--- src/rtl/button_updown_counter_pkg.sv ---
// Shared types and constants for the pushbutton up/down counter.
package button_updown_counter_pkg;

    localparam int DEFAULT_WIDTH           = 8;
    localparam int DEFAULT_DEBOUNCE_CYCLES = 1000000;

    typedef enum logic [1:0] {
        CNT_HOLD = 2'd0,
        CNT_UP   = 2'd1,
        CNT_DN   = 2'd2
    } cnt_op_e;

    // Bit width able to hold 0..value-1, never less than one bit.
    function automatic int clog2_min1(input int value);
        int r;
        r = 0;
        while ((1 << r) < value) r = r + 1;
        return (r < 1) ? 1 : r;
    endfunction

endpackage

--- src/rtl/button_updown_counter_if.sv ---
// Button inputs and count/event outputs of the pushbutton up/down counter.
interface button_updown_counter_if
    import button_updown_counter_pkg::*;
#(
    parameter int WIDTH = DEFAULT_WIDTH
) ();

    logic             btn_up;
    logic             btn_dn;
    logic [WIDTH-1:0] count;
    logic             up_evt;
    logic             dn_evt;
    logic             wrap;

    modport master (
        input  btn_up, btn_dn,
        output count, up_evt, dn_evt, wrap
    );

    modport slave (
        output btn_up, btn_dn,
        input  count, up_evt, dn_evt, wrap
    );

endinterface

--- src/rtl/button_debounce.sv ---
// One pushbutton: 2-FF synchroniser, stability-counter debounce, registered
// single-cycle pulse on each accepted press (rising debounced level).
module button_debounce
    import button_updown_counter_pkg::*;
#(
    parameter int DEBOUNCE_CYCLES = DEFAULT_DEBOUNCE_CYCLES
) (
    input  logic clk,
    input  logic rst,
    input  logic btn,
    output logic evt
);

    localparam int             CNT_W    = clog2_min1(DEBOUNCE_CYCLES);
    localparam logic [CNT_W-1:0] CNT_LAST = CNT_W'(DEBOUNCE_CYCLES - 1);

    logic             sync1;
    logic             sync2;
    logic             db;
    logic             db_d;
    logic [CNT_W-1:0] cnt;

    always_ff @(posedge clk) begin
        if (rst) begin
            sync1 <= 1'b0;
            sync2 <= 1'b0;
            db    <= 1'b0;
            db_d  <= 1'b0;
            cnt   <= '0;
            evt   <= 1'b0;
        end else begin
            sync1 <= btn;
            sync2 <= sync1;
            db_d  <= db;
            evt   <= db & ~db_d;
            // Any return to the accepted level discards the partial count.
            if (sync2 == db) begin
                cnt <= '0;
            end else if (cnt == CNT_LAST) begin
                db  <= sync2;
                cnt <= '0;
            end else begin
                cnt <= cnt + CNT_W'(1);
            end
        end
    end

endmodule

--- src/rtl/button_updown_counter.sv ---
// Two debounced pushbuttons driving a WIDTH-bit up/down count with a
// wrap/clamp pulse; every output comes straight from a flop.
module button_updown_counter
    import button_updown_counter_pkg::*;
#(
    parameter int WIDTH           = DEFAULT_WIDTH,
    parameter int DEBOUNCE_CYCLES = DEFAULT_DEBOUNCE_CYCLES,
    parameter bit SATURATE        = 1'b0
) (
    input logic                     clk,
    input logic                     rst,
    button_updown_counter_if.master bus
);

    localparam logic [WIDTH-1:0] MAX_COUNT = '1;

    logic    up_pulse;
    logic    dn_pulse;
    cnt_op_e op;

    button_debounce #(.DEBOUNCE_CYCLES(DEBOUNCE_CYCLES)) u_up_db (
        .clk (clk),
        .rst (rst),
        .btn (bus.btn_up),
        .evt (up_pulse)
    );

    button_debounce #(.DEBOUNCE_CYCLES(DEBOUNCE_CYCLES)) u_dn_db (
        .clk (clk),
        .rst (rst),
        .btn (bus.btn_dn),
        .evt (dn_pulse)
    );

    // Simultaneous up and down presses cancel.
    always_comb begin
        op = CNT_HOLD;
        if (up_pulse && !dn_pulse) op = CNT_UP;
        if (dn_pulse && !up_pulse) op = CNT_DN;
    end

    always_ff @(posedge clk) begin
        if (rst) begin
            bus.count  <= '0;
            bus.up_evt <= 1'b0;
            bus.dn_evt <= 1'b0;
            bus.wrap   <= 1'b0;
        end else begin
            bus.up_evt <= up_pulse;
            bus.dn_evt <= dn_pulse;
            bus.wrap   <= 1'b0;
            case (op)
                CNT_UP: begin
                    if (bus.count == MAX_COUNT) begin
                        bus.wrap <= 1'b1;
                        if (!SATURATE) bus.count <= '0;
                    end else begin
                        bus.count <= bus.count + WIDTH'(1);
                    end
                end
                CNT_DN: begin
                    if (bus.count == '0) begin
                        bus.wrap <= 1'b1;
                        if (!SATURATE) bus.count <= MAX_COUNT;
                    end else begin
                        bus.count <= bus.count - WIDTH'(1);
                    end
                end
                default: ;
            endcase
        end
    end

endmodule

--- src/flat_wrapper.sv ---
// flat-port wrapper written by rule: the top's interface ports become plain ports
module button_updown_counter_flat import button_updown_counter_pkg::*;
#(
    parameter int WIDTH           = DEFAULT_WIDTH,
    parameter int DEBOUNCE_CYCLES = DEFAULT_DEBOUNCE_CYCLES,
    parameter bit SATURATE        = 1'b0
)
  (clk, rst, bus_btn_up, bus_btn_dn, bus_count, bus_up_evt, bus_dn_evt, bus_wrap);
  button_updown_counter_if #(.WIDTH(WIDTH)) bus_i ();
  input logic clk;
  input logic rst;
  input wire logic [$bits(bus_i.btn_up)-1:0] bus_btn_up;
  input wire logic [$bits(bus_i.btn_dn)-1:0] bus_btn_dn;
  output wire logic [$bits(bus_i.count)-1:0] bus_count;
  output wire logic [$bits(bus_i.up_evt)-1:0] bus_up_evt;
  output wire logic [$bits(bus_i.dn_evt)-1:0] bus_dn_evt;
  output wire logic [$bits(bus_i.wrap)-1:0] bus_wrap;
  assign bus_i.btn_up = bus_btn_up;
  assign bus_i.btn_dn = bus_btn_dn;
  assign bus_count = bus_i.count;
  assign bus_up_evt = bus_i.up_evt;
  assign bus_dn_evt = bus_i.dn_evt;
  assign bus_wrap = bus_i.wrap;
  button_updown_counter #(.WIDTH(WIDTH), .DEBOUNCE_CYCLES(DEBOUNCE_CYCLES), .SATURATE(SATURATE)) u_core (.clk(clk), .rst(rst), .bus(bus_i));
endmodule
--- config.mk ---
export PLATFORM = sky130hd
export DESIGN_NAME = button_updown_counter_flat
export DESIGN_NICKNAME = d
export VERILOG_FILES = /design/src/rtl/button_updown_counter_pkg.sv /design/src/rtl/button_updown_counter_if.sv /design/src/rtl/button_debounce.sv /design/src/rtl/button_updown_counter.sv /design/src/flat_wrapper.sv
export SDC_FILE = /design/constraint.sdc
export NUM_CORES = 1
export LEC_CHECK = 0
export ABC_AREA = 1
export CAP_MARGIN = 20
export CORE_ASPECT_RATIO = 1.2
export CORE_MARGIN = 2
export CORE_UTILIZATION = 30
export DETAILED_ROUTE_END_ITERATION = 10
export PLACE_DENSITY = 0.47
export SLEW_MARGIN = 25
export SYNTH_ARGS = -nofsm -noshare
export SYNTH_HDL_FRONTEND = slang
export SYNTH_SLANG_ARGS = --single-unit
--- constraint.sdc ---
create_clock -name clk -period 2.8 [get_ports clk]
set_clock_uncertainty 0.1 [all_clocks]
set_input_delay 0.56 -clock clk [delete_from_list [all_inputs] [get_ports clk]]
set_output_delay 0.56 -clock clk [all_outputs]
set_load 0.1 [all_outputs]
==> out/results.txt, run 1 <==
Worst-Skew Late Latency -> 330 ps
Final net count -> 488
Core Region -> 10,100 um^2
Post-synth top cells -> 101 x nand2_1, 70 x nor2_1, 66 x inv_1
Tcrit/Tclk final -> 75.1%
WP buf/inv -> 0
Final Max Tran Viols -> 0
Core Util, Final -> 36.5%
RR Endpoint -> u_core.u_up_db.cnt[12]
Die width -> 97.4 um
H-Tree Depth -> 3
Peak VDD IR -> 0.000320 V
Root Driver -> clkbuf_16
Cts repair resizes -> 0
Antenna cells -> 0
Cell accounting for the most synthesized area -> dfxtp_1
Starting Density -> 31.1%
Vias per Instance -> 4.62
Clk slew on worst S/H paths -> 60 ps
Family with the most delay on the worst path -> simple AND/OR/NAND/NOR gates
Ys Warns -> 0
Library cells used by synthesis -> 33
All-Layer GR Usage -> 13.3%
Asr flop ratio synth -> 0%
Io pins -> 15
Final TNS setup -> 0 ps
Hold Path Class -> reg -> reg
Worst hold stages -> 1
Total number of vias -> 2,815
Most common cell in the netlist -> nand2_1
Post-CTS setup buffers -> 0
Final setup vio count -> 0
Gate Count Post-Synth -> 458
Most Frequent Cell on Critical Path -> nand2_1
Gr ovfl total -> 0
Crit start category -> flip-flop
Hold Path End -> u_core.u_up_db.evt
Fmax achieved -> 0.475 GHz
Mapped Nets -> 468
Antenna-violating nets left -> 0
CTS Hold Buffers Added -> 0
Top post-synthesis cells by area -> dfxtp_1 39%, nand2_1 12%, nor2_1 8.4%
Design area -> 3690 um^2
Clock sink count -> 61
Share of layout cells above drive strength 1 -> 10.1%
Residual DRC -> 0
Starting DRT DRC Count -> 146
Synthesis-stage register bit count -> 61
Seq/Total Area, Yosys -> 38.9%
Crit Path Max Fanout -> 20
CP Capture Type -> flip-flop
RSZ-0062 raised after global routing -> no
Die H -> 116 um
Antenna violations before repair -> 0
Routability congestion estimate -> 0.792
Hold slack -> 281 ps
Worst Hold Launch -> u_core.u_up_db.db_d
Biggest regs -> u_core.u_dn_db.cnt x20, u_core.u_up_db.cnt x20, u_core.bus.count x8
Pre-CTS setup slack -> 566 ps
Post-synth top area share -> 38.9%
P&R area growth vs syn -> 17.5%
Pwr dens -> 559 nW/um^2
Setup WS post-layout -> 697 ps
Largest net degree at the start of global routing -> 21
Longest Clk Path Bufs -> 2
Cts bufs inserted -> 9
Number of synthesized flops with an enable pin -> 0
Final wirelength -> 6900 um
Critical path class -> reg -> reg
Lkg Pwr -> 1.31 nW
Row count -> 40
Final hold viol count -> 0
Area after DPL -> 3380 um^2
Primary FF master, synth -> dfxtp_1
Worst Max-Slew Pin Slew -> 704 ps
Period minus WS final -> 2100 ps
CP peak stage delay -> 550 ps
Estimated wirelength of the detail-placed design -> 5130 um
Port Buffer Count -> 14
Outcome -> completed
R2r worst-path depth -> 8
Vias in the first global route -> 2,625
Worst Path Required -> 2890 ps
Slew HR -> 53.0%
First-pass GRT wire length -> 11,900 um
Worst flop-to-flop path startpoint -> u_core.u_up_db.cnt[0]
Max Cap Violations -> 0
R2R setup slack -> 700 ps
Worst endpoint data arrival time -> 2190 ps
CTS tree -> yes
Critical Path, Cell by Cell -> ha_1 > nand2_1 > nor2_4 > nand2_2 > nor2_1 > nand3_1 > nand2_1 > nor3_1
Die Area -> 11,300 um^2
Avg WL per Cell -> 11.3 um
Post-synthesis cell area -> 3140 um^2
Slowest stage cell, crit path -> nand2_1
Router iterations before antenna repair -> 4
Average size of a mapped cell -> 6.86 um^2
==> layout make-up <==
class                   count  area [um^2]
multi-input cells         324         1630
clock buffers              11          233
repair buffers             16          128
clock inverters             5         75.1
well taps                 126          158
inverters                  66          248
fillers                  1094         6420
flip-flops and latches     61         1220
==> layer usage <==
metal | wire (um) | vias up | part of all wire, % | track usage [%]
met5 | 0 | - | 0 | 0
met1 | 3110 | 1253 | 45 | 14.5
met2 | 3320 | 39 | 48 | 23.1
met4 | 161 | 0 | 2.3 | 6.48
met3 | 309 | 9 | 4.5 | 5.03
li1 | - | 1514 | - | -
==> power breakdown <==
part | switching, mW | leakage, nW | internal, mW | total, mW
sequential | 0.00181 | 0.492 | 0.872 | 0.874
combinational | 0.0142 | 0.665 | 0.00897 | 0.0232
clock | 0.392 | 0.153 | 0.774 | 1.17
==> worst register-to-register path: stages (launching register included) <==
cell and delay, ps:
dfxtp_1 400, ha_1 230, nand2_1 130, nor2_4 150, nand2_2 70, nor2_1 90, nand3_1 130, nand2_1 550
nor3_1 110
==> cell usage in the layout (no fill, tap or decap), drive strengths merged <==
| master | count |
|---|---|
| xor2 | 11 |
| o221ai | 1 |
| buf | 13 |
| nor3 | 14 |
| nor3b | 1 |
| nand4 | 16 |
| nand2 | 107 |
| clkinv | 3 |
| inv | 66 |
| dfxtp | 61 |
| a21oi | 30 |
| nor4 | 1 |
| nor2 | 74 |
| clkdlybuf4s50 | 3 |
| or2 | 7 |
| clkbuf | 11 |
| o211ai | 3 |
| a31oi | 5 |
| o21ai | 20 |
| bufinv | 2 |
| a21boi | 1 |
| nand3 | 22 |
| or3 | 1 |
| ha | 6 |
| nand3b | 4 |
==> stage by stage <==
stage	power, mW	instances
after global routing	2.15	609
after CTS	2.09	609
final	2.06	609
after detailed placement	0.917	593
after floorplan	0.906	458
after global placement	0.916	593
==> worst max path at each step <==
stage / cells after the start / from / end
2_1_floorplan: 8 / u_core.bus.count[0] / u_core.bus.count[2]
3_3_place_gp: 6 / rst / u_core.u_up_db.cnt[2]
3_5_place_dp: 6 / rst / u_core.u_up_db.cnt[12]
4_1_cts: 8 / u_core.u_up_db.cnt[0] / u_core.u_up_db.cnt[12]
5_1_grt: 8 / u_core.u_up_db.cnt[0] / u_core.u_up_db.cnt[19]
6_report: 8 / u_core.u_up_db.cnt[0] / u_core.u_up_db.cnt[12]
==> cell families after synthesis <==
family	share of synthesized area, %
simple gates	36.1
flops	38.9
fa+ha+maj	2.39
buf+inv	9.28
compound gates	10.3
xor+xnor	3.07
No activity file was read; power rests on OpenSTA's default activity.
==> run 2, diff against run 1 <==
Clock period 2.8 ns to 2.1 ns, I/O delays scaled along.
==> run 2 against run 1 <==
  * Combinational power grew 40%
  * Power grew 33%
  * Worst hold slack gained 8.9 ps
  * Sequential share of layout area shrank 0.79 points
  * Design area grew 2.6%
  * Die area is the same
  * First-iteration DRC count shrank 27%
  * Cell count grew 0.16%
  * Via count shrank 0.21%
  * Critical endpoint unchanged
==> out/results.txt, run 2 (synthesis gave the netlist of run 1 again) <==
Outcome -> completed (unchanged)
Crit Path Max Fanout -> 20 (unchanged)
Cts repair resizes -> 0 (unchanged)
Total number of vias -> 2,809 (was 2,815)
Biggest regs -> u_core.u_dn_db.cnt x20, u_core.u_up_db.cnt x20, u_core.bus.count x8 (unchanged)
Hold Path Class -> reg -> reg (unchanged)
RR Endpoint -> u_core.u_up_db.cnt[12] (unchanged)
Commonest non-fill, non-tap cell in the layout -> nand2_1 (unchanged)
Die H -> 116 um (unchanged)
CP peak stage delay -> 410 ps (was 550 ps)
Final TNS setup -> 0 ps (unchanged)
Estimated wirelength of the detail-placed design -> 5190 um (was 5130 um)
Pre-CTS setup slack -> 246 ps (was 566 ps)
Starting Density -> 31.1% (unchanged)
Slew HR -> 65.7% (was 53.0%)
Post-CTS setup buffers -> 0 (unchanged)
H-Tree Depth -> 3 (unchanged)
CP Capture Point -> u_core.u_up_db.cnt[12] (unchanged)
R2r worst-path depth -> 9 (was 8)
Io pins -> 15 (unchanged)
Dpl cells -> 594 (was 593)
Avg WL per Cell -> 11.4 um (was 11.3 um)
Core Region -> 10,100 um^2 (unchanged)
Most Frequent Cell on Critical Path -> nand2_1 (unchanged)
Period minus WS final -> 1780 ps (was 2100 ps)
WP buf/inv -> 1 (was 0)
Critical path class -> reg -> reg (unchanged)
R2R setup slack -> 320 ps (was 700 ps)
Worst-Skew Late Latency -> 330 ps (about the same)
Hold slack -> 289 ps (was 281 ps)
Core Util, Final -> 37.5% (was 36.5%)
Final Max Tran Viols -> 0 (unchanged)
Final wirelength -> 6950 um (was 6900 um)
Final hold viol count -> 0 (unchanged)
Setup WS post-layout -> 320 ps (was 697 ps)
First-pass GRT wire length -> 12,100 um (was 11,900 um)
Max Cap Violations -> 0 (unchanged)
Final setup vio count -> 0 (unchanged)
Post-Layout Cell Count -> 610 (was 609)
Fmax achieved -> 0.562 GHz (was 0.475 GHz)
Crit start category -> flip-flop (unchanged)
Worst Path Required -> 2200 ps (was 2890 ps)
Pwr dens -> 724 nW/um^2 (was 559 nW/um^2)
Die width -> 97.4 um (unchanged)
# fillers -> 1,070 (was 1,094)
Worst Hold Launch -> u_core.u_up_db.db_d (unchanged)
Tcrit/Tclk final -> 84.8% (was 75.1%)
Root Driver -> clkbuf_16 (unchanged)
Residual DRC -> 0 (unchanged)
P&R area growth vs syn -> 20.6% (was 17.5%)
Family with the most delay on the worst path -> simple AND/OR/NAND/NOR gates (unchanged)
Area after DPL -> 3480 um^2 (was 3380 um^2)
Worst Max-Slew Pin Slew -> 514 ps (was 704 ps)
Worst Setup SP -> u_core.u_up_db.cnt[0] (unchanged)
Longest Clk Path Bufs -> 2 (unchanged)
Router iterations before antenna repair -> 4 (unchanged)
Antenna violations before repair -> 0 (unchanged)
CP Capture Type -> flip-flop (unchanged)
Cts bufs inserted -> 9 (unchanged)
Most frequent cells in the layout -> 101 x nand2_1, 70 x nor2_1, 66 x inv_1 (unchanged)
Vias in the first global route -> 2,653 (was 2,625)
Clock sink count -> 61 (unchanged)
Peak VDD IR -> 0.000366 V (was 0.000320 V)
Routability congestion estimate -> 0.815 (was 0.792)
Starting DRT DRC Count -> 107 (was 146)
Port Buffer Count -> 14 (unchanged)
CTS tree -> yes (unchanged)
Largest net degree at the start of global routing -> 21 (unchanged)
Lkg Pwr -> 1.34 nW (was 1.31 nW)
RSZ-0062 raised after global routing -> no (unchanged)
Worst flop-to-flop path startpoint -> u_core.u_up_db.cnt[0] (unchanged)
Design area -> 3790 um^2 (was 3690 um^2)
Final net count -> 489 (was 488)
Antenna-violating nets left -> 0 (unchanged)
Antenna cells -> 0 (unchanged)
Die Area -> 11,300 um^2 (unchanged)
All-Layer GR Usage -> 13.3% (about the same)
Worst endpoint data arrival time -> 1880 ps (was 2190 ps)
Row count -> 40 (unchanged)
Vias per Instance -> 4.60 (was 4.62)
Final total power -> 2.74 mW (was 2.06 mW)
CTS Hold Buffers Added -> 0 (unchanged)
Gr ovfl total -> 0 (unchanged)
Clk slew on worst S/H paths -> 60 ps (about the same)
Crit. path cell count -> 9 (was 8)
Slowest stage cell, crit path -> dfxtp_1 (was nand2_1)
Critical Path, Cell by Cell -> ha_1 > nand2_1 > nor2_4 > nand2_2 > nor2_1 > nand3_1 > nand2_1 > buf_12 > nor3_1 (was ha_1 > nand2_1 > nor2_4 > nand2_2 > nor2_1 > nand3_1 > nand2_1 > nor3_1)
Share of layout cells above drive strength 1 -> 10.7% (was 10.1%)
-- run 2: changes by cell type in the layout (fill, tap and decap cells not counted) --
| cell | before | now |
|---|---|---|
| buf_12 | 0 | 7 |
| buf_4 | 13 | 7 |
| dfxtp_1 | 61 | 59 |
| dfxtp_2 | 0 | 2 |
-- run 2: worst min path at each step --
stage | endpoint | slack [ps] | cells after the start
global route | u_core.u_up_db.evt | 300 | 1
floorplan | u_core.u_dn_db.evt | 270 | 1
finish | u_core.u_up_db.evt | 290 | 1
detailed placement | u_core.u_up_db.evt | 280 | 1
global placement | u_core.u_up_db.evt | 280 | 1
CTS | u_core.u_up_db.evt | 290 | 1
-- run 2: area by class of cell --
| type | instances | area [um^2] | share of cell area [%] |
|---|---|---|---|
| Timing Repair Buffer | 17 | 223 | 5.88 |
| Sequential cell | 61 | 1220 | 32.3 |
| Tap cell | 126 | 158 | 4.16 |
| Clock buffer | 11 | 233 | 6.14 |
| Inverter | 66 | 248 | 6.54 |
| Multi-Input combinational cell | 324 | 1630 | 43.0 |
| Clock inverter | 5 | 75.1 | 1.98 |
-- run 2: power breakdown --
group          internal, mW  switching, mW  leakage (nW)
logic                0.0137         0.0187         0.692
clock network          1.03          0.512         0.153
registers              1.16        0.00272         0.493
-- run 2: layer usage --
layer	vias up	track usage, %	share of wire (%)
met4	0	6.20	1.9
li1	1518	-	-
met1	1248	15.8	45
met2	32	22.9	50
met3	11	3.17	3.3
met5	-	0	0
==> run 3, diff against run 2 <==
Settings changed: PLACE_DENSITY 0.47 to 0.49.
Clock period 2.1 ns to 1.55 ns, I/O delays scaled along.
==> run 3 against run 2 <==
  * The run now ends with setup timing left
  * Design area increased by 13%
  * Worst hold slack got worse by 6.5 ps
  * Setup slack got worse by 330 ps
  * Sequential cell count unchanged
  * Sequential share of layout area decreased by 3.0 points
  * Non-clock buffer count increased by 28
  * Sequential power increased by 34%
  * Critical path depth unchanged
  * Cell count increased by 4.6%
  * Count of clock-buffer cells in the layout increased by 3
  * Largest cell class unchanged
  * Largest power group unchanged
==> out/results.txt, run 3 (synthesis gave the netlist of run 1 again) <==
Final Max Tran Viols -> 0 (unchanged)
Worst Hold Launch -> u_core.u_up_db.db_d (unchanged)
Die H -> 116 um (unchanged)
Critical Path, Cell by Cell -> ha_4 > nand2_4 > nor2_4 > nand2_2 > nor2_2 > nand3_2 > nand2_4 > clkbuf_16 > nor2_2 (was ha_1 > nand2_1 > nor2_4 > nand2_2 > nor2_1 > nand3_1 > nand2_1 > buf_12 > nor3_1)
Commonest non-fill, non-tap cell in the layout -> nand2_1 (unchanged)
Hold slack -> 283 ps (was 289 ps)
Worst-Skew Late Latency -> 330 ps (about the same)
CP peak stage delay -> 340 ps (was 410 ps)
RR Endpoint -> u_core.u_up_db.cnt[8] (was u_core.u_up_db.cnt[12])
P&R area growth vs syn -> 36.1% (was 20.6%)
Vias in the first global route -> 2,771 (was 2,653)
RSZ-0062 raised after global routing -> yes (was no)
Core Region -> 10,100 um^2 (unchanged)
Final wirelength -> 7450 um (was 6950 um)
Worst Max-Slew Pin Slew -> 338 ps (was 514 ps)
Final total power -> 3.46 mW (was 2.74 mW)
Worst Path Required -> 1670 ps (was 2200 ps)
CP Capture Type -> flip-flop (unchanged)
H-Tree Depth -> 3 (unchanged)
Gr ovfl total -> 0 (unchanged)
Most frequent cells in the layout -> 99 x nand2_1, 63 x inv_1, 57 x nor2_1 (was 101 x nand2_1, 70 x nor2_1, 66 x inv_1)
WP buf/inv -> 1 (unchanged)
Area after DPL -> 3760 um^2 (was 3480 um^2)
Hold Path End -> u_core.u_up_db.evt (unchanged)
Estimated wirelength of the detail-placed design -> 5360 um (was 5190 um)
Residual DRC -> 0 (unchanged)
Lkg Pwr -> 1.52 nW (was 1.34 nW)
Total number of vias -> 2,981 (was 2,809)
Row count -> 40 (unchanged)
Starting Density -> 31.1% (unchanged)
Final hold viol count -> 0 (unchanged)
Avg WL per Cell -> 11.7 um (was 11.4 um)
Router iterations before antenna repair -> 4 (unchanged)
R2r worst-path depth -> 9 (unchanged)
Biggest regs -> u_core.u_dn_db.cnt x20, u_core.u_up_db.cnt x20, u_core.bus.count x8 (unchanged)
Die width -> 97.4 um (unchanged)
Slew HR -> 77.3% (was 65.7%)
Worst hold stages -> 1 (unchanged)
Design area -> 4280 um^2 (was 3790 um^2)
Largest net degree at the start of global routing -> 21 (unchanged)
Hold Path Class -> reg -> reg (unchanged)
Port Buffer Count -> 14 (unchanged)
Io pins -> 15 (unchanged)
Final setup vio count -> 11 (was 0)
Slowest stage cell, crit path -> dfxtp_2 (was dfxtp_1)
Cts bufs inserted -> 9 (unchanged)
Share of layout cells above drive strength 1 -> 25.8% (was 10.7%)
Root Driver -> clkbuf_16 (unchanged)
Die Area -> 11,300 um^2 (unchanged)
First-pass GRT wire length -> 12,100 um (about the same)
Antenna violations before repair -> 0 (unchanged)
Antenna-violating nets left -> 0 (unchanged)
Clk slew on worst S/H paths -> 50 ps (was 60 ps)
Routability congestion estimate -> 0.908 (was 0.815)
Worst flop-to-flop path startpoint -> u_core.u_up_db.cnt[0] (unchanged)
Crit Path Max Fanout -> 5 (was 20)
Peak VDD IR -> 0.000584 V (was 0.000366 V)
Critical path class -> reg -> reg (unchanged)
CTS Hold Buffers Added -> 0 (unchanged)
Vias per Instance -> 4.67 (was 4.60)
Core Util, Final -> 42.3% (was 37.5%)
Final net count -> 517 (was 489)
Setup WS post-layout -> -13.5 ps (was 320 ps)
Failing checks -> setup timing
Clock sink count -> 61 (unchanged)
R2R setup slack -> -10 ps (was 320 ps)
Longest Clk Path Bufs -> 2 (unchanged)
Crit start category -> flip-flop (unchanged)
Antenna cells -> 0 (unchanged)
Worst endpoint data arrival time -> 1680 ps (was 1880 ps)
Tcrit/Tclk final -> 101% (was 84.8%)
CTS tree -> yes (unchanged)
Outcome -> finished, violations left (was completed)
Pwr dens -> 810 nW/um^2 (was 724 nW/um^2)
Starting DRT DRC Count -> 107 (unchanged)
All-Layer GR Usage -> 13.2% (was 13.3%)
Fmax achieved -> 0.640 GHz (was 0.562 GHz)
Period minus WS final -> 1560 ps (was 1780 ps)
Family with the most delay on the worst path -> simple AND/OR/NAND/NOR gates (unchanged)
Max Cap Violations -> 0 (unchanged)
run 3: cell count changes in the layout (fill, tap and decap cells not counted), sizes merged:
cell | previous run | this run
buf | 14 | 40
bufinv | 2 | 0
clkbuf | 11 | 16
clkinv | 3 | 2
run 3: worst max path at each step:
stage / start / to / slack [ps] / cells after the start
6_report: u_core.u_up_db.cnt[0] / u_core.u_up_db.cnt[8] / -10 / 9
5_1_grt: u_core.u_up_db.cnt[3] / u_core.u_up_db.cnt[19] / -130 / 6
4_1_cts: u_core.u_up_db.cnt[1] / u_core.u_up_db.cnt[16] / 2 / 7
3_5_place_dp: rst / u_core.u_dn_db.cnt[19] / -160 / 8
3_3_place_gp: rst / u_core.u_dn_db.cnt[15] / -130 / 8
2_1_floorplan: u_core.bus.count[5] / u_core.bus.count[7] / 6 / 10
run 3: what timing repair did:
item                                    4_1_cts  5_1_grt
resized for setup                             2       48
setup buffers                                 0        3
pin swaps                                     1       10
endpoints found under the setup margin       19       40
cloned                                        0        3
run 3: layout make-up:
type                            count  area [um^2]
Timing Repair Buffer               45          551
Sequential cell                    61         1250
Multi-Input combinational cell    324         1800
Clock inverter                      2         10.0
Tap cell                          126          158
Fill cell                        1027         5830
Clock buffer                       14          264
Inverter                           66          248
run 3: metal layers:
metal / vias up / share of wire (%) / track usage [%]
met1: 1347 / 45 / 15.4
met3: 15 / 2.8 / 3.23
li1: 1574 / - / -
met5: - / 0 / 0
met4: 0 / 2.8 / 6.85
met2: 45 / 49 / 22.8
run 3: worst register-to-register path: stages, from the launching register on:
cell	delay, ps
dfxtp_2	340
ha_4	150
nand2_4	60
nor2_4	130
nand2_2	70
nor2_2	130
nand3_2	120
nand2_4	150
clkbuf_16	170
nor2_2	30
run 3: report_power, final:
group	switching [mW]	total, mW	internal, mW	leakage, nW
clock network	0.666	1.83	1.16	0.137
registers	0.00323	1.57	1.57	0.501
logic	0.0339	0.0661	0.0321	0.879
run 3: stage by stage:
step | std cells | setup slack (ps) | setup TNS [ps]
CTS | 632 | 2.32 | 0
finish | 638 | -13.5 | -91.3
detailed placement | 616 | -161 | -3740
floorplan | 458 | 5.99 | 0
global route | 638 | -134 | -1300
global placement | 616 | -132 | -3050
